### src/rtl/pipe_stage_reg_pkg.sv
// Shared pipeline-register definitions: control-bundle bit positions,
// per-stage bundle widths and the EX/MEM packed bundle layouts.
`timescale 1ns/1ps
package pipe_stage_reg_pkg;

  localparam int unsigned CTRL_W_DEF    = 24;
  localparam int unsigned DATA_W_DEF    = 240;
  localparam int unsigned ID_EX_CTRL_W  = 24;
  localparam int unsigned ID_EX_DATA_W  = 240;
  localparam int unsigned EX_MEM_CTRL_W = 24;
  localparam int unsigned EX_MEM_DATA_W = 240;
  localparam int unsigned MEM_WB_CTRL_W = 24;
  localparam int unsigned MEM_WB_DATA_W = 240;

  // Control-bundle bit positions (LSB first)
  localparam int unsigned REGWR      = 0;
  localparam int unsigned MEMWR      = 1;
  localparam int unsigned MEMTOREG   = 2;
  localparam int unsigned BEQ        = 3;
  localparam int unsigned BNE        = 4;
  localparam int unsigned JUMP       = 5;
  localparam int unsigned JAL        = 6;
  localparam int unsigned JALR       = 7;
  localparam int unsigned MULT       = 8;
  localparam int unsigned MTLO       = 9;
  localparam int unsigned MTHI       = 10;
  localparam int unsigned ALUOP_LSB  = 11;
  localparam int unsigned ALUOP_MSB  = 18;
  localparam int unsigned RW_LSB     = 19;
  localparam int unsigned RW_MSB     = 23;

  typedef struct packed {
    logic [4:0] rw;
    logic [7:0] alu_op;
    logic       mthi;
    logic       mtlo;
    logic       mult;
    logic       jalr;
    logic       jal;
    logic       jump;
    logic       bne;
    logic       beq;
    logic       memtoreg;
    logic       memwr;
    logic       regwr;
  } ex_mem_ctrl_t;

  typedef struct packed {
    logic [31:0] pc;
    logic [31:0] result;
    logic [31:0] busa;
    logic [31:0] busb;
    logic [31:0] target;
    logic [15:0] imm16;
    logic [63:0] mult_res;
  } ex_mem_data_t;

endpackage

### src/rtl/pipe_stage_reg_if.sv
// Valid/ready handshake bundle between two pipeline stages.
`timescale 1ns/1ps
interface pipe_stage_reg_if #(
  parameter int unsigned CTRL_W = 24,
  parameter int unsigned DATA_W = 240
) ();

  logic              valid;
  logic              ready;
  logic [CTRL_W-1:0] ctrl;
  logic [DATA_W-1:0] data;

  modport master (output valid, output ctrl, output data, input ready);
  modport slave  (input valid, input ctrl, input data, output ready);

endinterface

### src/rtl/pipe_stage_reg_slot.sv
// One pipeline entry: valid + ctrl + data. Clear wins over load and only
// zeroes valid/ctrl, leaving the data bundle as it was.
`timescale 1ns/1ps
module pipe_slot #(
  parameter int unsigned CTRL_W = 24,
  parameter int unsigned DATA_W = 240
) (
  input  logic              clk,
  input  logic              rst_n,
  input  logic              load,
  input  logic              clr,
  input  logic [CTRL_W-1:0] ld_ctrl,
  input  logic [DATA_W-1:0] ld_data,
  output logic              valid,
  output logic [CTRL_W-1:0] ctrl,
  output logic [DATA_W-1:0] data
);

  logic              valid_r;
  logic [CTRL_W-1:0] ctrl_r;
  logic [DATA_W-1:0] data_r;

  // Entry state register
  always_ff @(posedge clk or negedge rst_n) begin
    if (!rst_n) begin
      valid_r <= 1'b0;
      ctrl_r  <= '0;
      data_r  <= '0;
    end else if (clr) begin
      valid_r <= 1'b0;
      ctrl_r  <= '0;
    end else if (load) begin
      valid_r <= 1'b1;
      ctrl_r  <= ld_ctrl;
      data_r  <= ld_data;
    end else begin
      valid_r <= valid_r;
    end
  end

  assign valid = valid_r;
  assign ctrl  = ctrl_r;
  assign data  = data_r;

endmodule

### src/rtl/pipe_stage_reg.sv
// Inter-stage pipeline register with valid/ready handshake, optional
// two-entry skid buffer and synchronous flush.
`timescale 1ns/1ps
module pipe_stage_reg
  import pipe_stage_reg_pkg::*;
#(
  parameter int unsigned CTRL_W = CTRL_W_DEF,
  parameter int unsigned DATA_W = DATA_W_DEF,
  parameter int unsigned SKID   = 1
) (
  input  logic                   clk,
  input  logic                   rst_n,
  input  logic                   flush,
  pipe_stage_reg_if.slave        up,
  pipe_stage_reg_if.master       dn,
  output logic [1:0]             occupancy
);

  logic              main_valid_s, skid_valid_s;
  logic [CTRL_W-1:0] main_ctrl_s, skid_ctrl_s, main_ld_ctrl_s;
  logic [DATA_W-1:0] main_data_s, skid_data_s, main_ld_data_s;
  logic              ready_s, accept_s, xfer_s;
  logic              main_load_s, main_clr_s, main_src_skid_s;
  logic              skid_load_s, skid_clr_s;
  logic              main_valid_nxt_s, skid_valid_nxt_s;
  logic [1:0]        occ_r;

  // With a skid slot, ready depends only on a register bit
  assign ready_s  = (SKID != 0) ? (!skid_valid_s && !flush)
                                : ((dn.ready || !main_valid_s) && !flush);
  assign accept_s = up.valid && ready_s;
  assign xfer_s   = main_valid_s && dn.ready;

  // Slot load/clear decisions
  always_comb begin
    main_load_s     = 1'b0;
    main_clr_s      = 1'b0;
    main_src_skid_s = 1'b0;
    skid_load_s     = 1'b0;
    skid_clr_s      = 1'b0;
    if (flush) begin
      main_clr_s = 1'b1;
      skid_clr_s = 1'b1;
    end else if (SKID != 0) begin
      if (skid_valid_s) begin
        if (xfer_s) begin
          main_load_s     = 1'b1;
          main_src_skid_s = 1'b1;
          skid_clr_s      = 1'b1;
        end else begin
          main_load_s = 1'b0;
        end
      end else if (accept_s && (!main_valid_s || xfer_s)) begin
        main_load_s = 1'b1;
      end else if (accept_s) begin
        skid_load_s = 1'b1;
      end else if (xfer_s) begin
        main_clr_s = 1'b1;
      end else begin
        main_load_s = 1'b0;
      end
    end else begin
      if (accept_s) begin
        main_load_s = 1'b1;
      end else if (xfer_s) begin
        main_clr_s = 1'b1;
      end else begin
        main_load_s = 1'b0;
      end
    end
  end

  assign main_ld_ctrl_s = main_src_skid_s ? skid_ctrl_s : up.ctrl;
  assign main_ld_data_s = main_src_skid_s ? skid_data_s : up.data;

  pipe_slot #(.CTRL_W(CTRL_W), .DATA_W(DATA_W)) u_main (
    .clk     (clk),
    .rst_n   (rst_n),
    .load    (main_load_s),
    .clr     (main_clr_s),
    .ld_ctrl (main_ld_ctrl_s),
    .ld_data (main_ld_data_s),
    .valid   (main_valid_s),
    .ctrl    (main_ctrl_s),
    .data    (main_data_s)
  );

  generate
    if (SKID != 0) begin : g_skid
      pipe_slot #(.CTRL_W(CTRL_W), .DATA_W(DATA_W)) u_skid (
        .clk     (clk),
        .rst_n   (rst_n),
        .load    (skid_load_s),
        .clr     (skid_clr_s),
        .ld_ctrl (up.ctrl),
        .ld_data (up.data),
        .valid   (skid_valid_s),
        .ctrl    (skid_ctrl_s),
        .data    (skid_data_s)
      );
    end else begin : g_no_skid
      assign skid_valid_s = 1'b0;
      assign skid_ctrl_s  = '0;
      assign skid_data_s  = '0;
    end
  endgenerate

  assign main_valid_nxt_s = main_clr_s ? 1'b0 : (main_load_s ? 1'b1 : main_valid_s);
  assign skid_valid_nxt_s = skid_clr_s ? 1'b0 : (skid_load_s ? 1'b1 : skid_valid_s);

  // Occupancy kept as its own register so the output has no adder behind it
  always_ff @(posedge clk or negedge rst_n) begin
    if (!rst_n) begin
      occ_r <= 2'd0;
    end else begin
      occ_r <= {1'b0, main_valid_nxt_s} + {1'b0, skid_valid_nxt_s};
    end
  end

  assign up.ready  = ready_s;
  assign dn.valid  = main_valid_s;
  assign dn.ctrl   = main_ctrl_s & {CTRL_W{main_valid_s}};
  assign dn.data   = main_data_s;
  assign occupancy = occ_r;

endmodule

### src/flat_wrapper.sv
// flat-port wrapper written by rule: the top's interface ports become plain ports
module pipe_stage_reg_flat import pipe_stage_reg_pkg::*;
#(
  parameter int unsigned CTRL_W = CTRL_W_DEF,
  parameter int unsigned DATA_W = DATA_W_DEF,
  parameter int unsigned SKID   = 1
)
  (clk, rst_n, flush, occupancy, up_valid, up_ctrl, up_data, up_ready, dn_valid, dn_ctrl, dn_data, dn_ready);
  pipe_stage_reg_if #(.CTRL_W(CTRL_W), .DATA_W(DATA_W)) up_i ();
  pipe_stage_reg_if #(.CTRL_W(CTRL_W), .DATA_W(DATA_W)) dn_i ();
  input  logic clk;
  input  logic rst_n;
  input  logic flush;
  output logic [1:0] occupancy;
  input wire logic [$bits(up_i.valid)-1:0] up_valid;
  input wire logic [$bits(up_i.ctrl)-1:0] up_ctrl;
  input wire logic [$bits(up_i.data)-1:0] up_data;
  output wire logic [$bits(up_i.ready)-1:0] up_ready;
  output wire logic [$bits(dn_i.valid)-1:0] dn_valid;
  output wire logic [$bits(dn_i.ctrl)-1:0] dn_ctrl;
  output wire logic [$bits(dn_i.data)-1:0] dn_data;
  input wire logic [$bits(dn_i.ready)-1:0] dn_ready;
  assign up_i.valid = up_valid;
  assign up_i.ctrl = up_ctrl;
  assign up_i.data = up_data;
  assign up_ready = up_i.ready;
  assign dn_valid = dn_i.valid;
  assign dn_ctrl = dn_i.ctrl;
  assign dn_data = dn_i.data;
  assign dn_i.ready = dn_ready;
  pipe_stage_reg #(.CTRL_W(CTRL_W), .DATA_W(DATA_W), .SKID(SKID)) u_core (.clk(clk), .rst_n(rst_n), .flush(flush), .up(up_i), .dn(dn_i), .occupancy(occupancy));
endmodule
### config.mk
export PLATFORM = sky130hd
export DESIGN_NAME = pipe_stage_reg_flat
export DESIGN_NICKNAME = d
export VERILOG_FILES = /design/src/rtl/pipe_stage_reg_pkg.sv /design/src/rtl/pipe_stage_reg_if.sv /design/src/rtl/pipe_stage_reg_slot.sv /design/src/rtl/pipe_stage_reg.sv /design/src/flat_wrapper.sv
export SDC_FILE = /design/constraint.sdc
export NUM_CORES = 1
export LEC_CHECK = 0
export ABC_AREA = 1
export CAP_MARGIN = 20
export CORE_ASPECT_RATIO = 0.75
export CORE_MARGIN = 1
export CORE_UTILIZATION = 49
export DETAILED_ROUTE_END_ITERATION = 16
export PLACE_DENSITY = 0.82
export REMOVE_ABC_BUFFERS = 1
export SYNTH_ARGS = -nofsm -noshare
export SYNTH_HDL_FRONTEND = slang
export SYNTH_HIERARCHICAL = 1
export SYNTH_SLANG_ARGS = --single-unit
### constraint.sdc
create_clock -name clk -period 4.5 [get_ports clk]
set_clock_uncertainty 0.1 [all_clocks]
set_input_delay 0.675 -clock clk [delete_from_list [all_inputs] [get_ports clk]]
set_output_delay 0.675 -clock clk [all_outputs]
set_load 0.05 [all_outputs]
==> metrics.md <==
| Metric | Value |
|---|---|
| Status | `complete, no violations` |
| Least-Margin Pin Slew | `between 1000 and 1500 ps` |
| CP Cell Sequence | `buf_4 -> nand2_1 -> inv_1 -> clkdlybuf4s50_1` |
| CP max stage delay | `860 ps` |
| Vias in the first global route | `roughly 21000` |
| Setup slack at placement | `1130 ps` |
| Fillcell total | `4283` |
| Seq cells post-synth | `532` |
| CP max FO | `17` |
| Avg Vias per Cell | `roughly 5.2` |
| Antenna viol nets, final | `0` |
| Die Area | `0.0535 mm2` |
| DR vias | `22620` |
| CTS clock-pin slew for the worst setup and hold paths | `60 ps` |
| Initial antenna violation count | `3` |
| Tcrit/Tclk final | `80.4%` |
| Drt pass-1 iters | `5` |
| Fraction of layout cells with a size suffix above 1 | `approximately 8.6%` |
| CTS root buf | `clkbuf_16` |
| Total track usage | `26.7%` |
| Syn avg cell area | `between 7 and 8 um2` |
| Crit Path Class | `reg2out` |
| Critical Path Start Type | `register` |
| Arrival @ worst endpoint | `2840 ps` |
| H-tree depth | `2` |
| Final GP Congestion | `0.850` |
| CTS max path bufs | `3` |
| Worst Setup End Kind | `output port` |
| R2R cell count | `6` |
| Pins Over Slew Limit | `0` |
| I/O pin cnt | `between 500 and 600` |
| Num rows | `72` |
| Largest net degree at the start of global routing | `213` |
| Fin crit period | `3620 ps` |
| Clock sinks | `532` |
| Cell area power density | `about 460 mW/mm2` |
| Final hold violation count | `0` |
| Peak VDD IR | `0.000329 V` |
| Die Wd | `267 um` |
| Mapped Cells | `3223` |
| Largest area contributor in the netlist | `dfrtp_1` |
| Post-CTS sizing | `0` |
| Req. time, crit path | `3720 ps` |
| CTS tree | `built` |
| PortBufs | `536` |
| Ys Warns | `6` |
| DR iter-0 viols | `2238` |
| Final nets | `3889` |
| Slew HR | `17.8%` |
| Netlist cell types | `19` |
| Area Overhead vs Synth | `27.3%` |
| Grt total ovfl | `0` |
| Maximum clock frequency | `276 MHz` |
| Inserted Clock Buffers | `52` |
| Worst-Skew Late Latency | `between 500 and 600 ps` |
| Critical-path top delay cell | `clkdlybuf4s50_1` |
| ANT cells | `0` |
| Leakage Power | `16.9 nW` |
| Starting Density | `49.9%` |
| Fin Setup TNS | `0 ps` |
| DRC viols | `0` |
| First-pass GRT wire length | `116000 um` |
| Avg WL per Cell | `16.6 um` |
| Hold_buf cts | `0` |
| Final setup margin | `around 880 ps` |
| Die height | `201 um` |
| Sequential share of the synthesized area | `about half` |
| Worst hold path class | `in2async` |
| Top post-synthesis cells by area | `dfrtp_1 52%, nand2_1 20%, nand3_1 10%, o21ai_2 6.2%, inv_1 4.3%` |
| Core Box Area | `0.0517 mm2` |
| Yosys top cell area share | `51.6%` |
| Post-DP HPWL | `44800 um` |
| Post-synthesis cell area | `0.0258 mm2` |
| RSZ-0062 raised after global routing | `no` |
| Final Setup Violations | `0` |
| Final wirelength | `72200 um` |
| Postcts setup bufs | `0` |
| Max-cap viol count | `0` |
| R2R Setup Slk | `1420 ps` |
final timing paths:
kind / to / start
worst max-delay path: dn_ctrl[20] / u_core/u_main/valid
worst max register to register: u_core/u_main/data[108] / u_core/u_main/valid
min in group clk: u_core/u_main/data[99] / u_core/u_main/data[99]
max in group asynchronous: u_core/u_main/data[167] / rst_n
worst min register to register: u_core/u_main/data[99] / u_core/u_main/data[99]
worst min-delay path: u_core/u_main/data[70] / rst_n
critical path, delay by kind of cell (launching register included):
| kind | cells | cell delay [ps] |
|---|---|---|
| simple gates | 1 | 90 |
| buf+inv | 3 | 1320 |
| flops | 1 | 830 |
stage by stage:
stage                     total power, mW  instances  hold WS, ps  util [%]  area, um2
after global placement               10.6       4268          353      60.1      31100
final                                15.1       4359         21.0      63.5      32800
after floorplan                      8.95       2988          279         -      24200
after global routing                 15.8       4359          131      63.5      32800
after detailed placement             10.7       4268          357      60.1      31100
after CTS                            15.2       4359         95.2      63.5      32800
power breakdown:
| group | leakage [nW] | switching [mW] | total (mW) | internal [mW] |
|---|---|---|---|---|
| logic | 9.15 | 2.95 | 4.41 | 1.46 |
| clock network | 0.859 | 1.86 | 4.44 | 2.59 |
| registers | 6.87 | 0.563 | 6.25 | 5.69 |
| total | 16.9 | 5.37 | 15.1 | 9.74 |
registers in the layout, indices dropped and copies added (netlist names):
signal / flops
u_core/g_skid.u_skid/ctrl: 24
u_core/occupancy: 2
u_core/g_skid.u_skid/valid: 1
u_core/u_main/ctrl: 24
u_core/u_main/valid: 1
u_core/u_main/data: 240
u_core/g_skid.u_skid/data: 240
placed cells by master (no fill, tap or decap), drive strengths merged:
cell type	count
nand2	1354
clkdlybuf4s50	535
dfrtp	532
nand3	530
inv	300
o21ai	265
clkbuf	79
buf	42
clkinv	7
nor2	4
bufinv	3
a21oi	2
nand4	2
ha	1
layout make-up:
class,count,area (um2),area share [%]
timing repair buffer,577,5900,18.0
inverter,298,1140,3.48
clock buffer,79,1580,4.83
tap,703,880,2.68
clock inverter,12,146,0.446
multi-input combinational,2158,9850,30.0
sequential,532,13300,40.6
cell families (layout without fill, tap and decap cells):
kind of cell               Yosys count  count (layout)  share of synthesized area [%]
AOI/OAI and AO/OA                  267             267                           7.85
DFF                                532             532                           51.6
adders and majority gates            1               1                         0.0485
and+or+nand+nor                   1890            1890                           30.2
buffers and inverters              533             966                           10.3
synth_stat cells, drive strengths merged:
master  count
nand4       2
nor2        4
clkbuf     30
nand3     530
nand2    1354
inv       298
o21ai     265
ha          1
buf       205
dfrtp     532
a21oi       2
routing by layer:
layer,routed length [um],GRT usage (%),up-vias,part of all wire [%]
met5,39,0,-,0.054
met3,6200,6.49,148,8.6
li1,-,-,10847,-
met2,33000,41.3,859,46
met4,2260,9.07,6,3.1
met1,30700,36.8,10760,43
(Power assumes the default switching activity.)
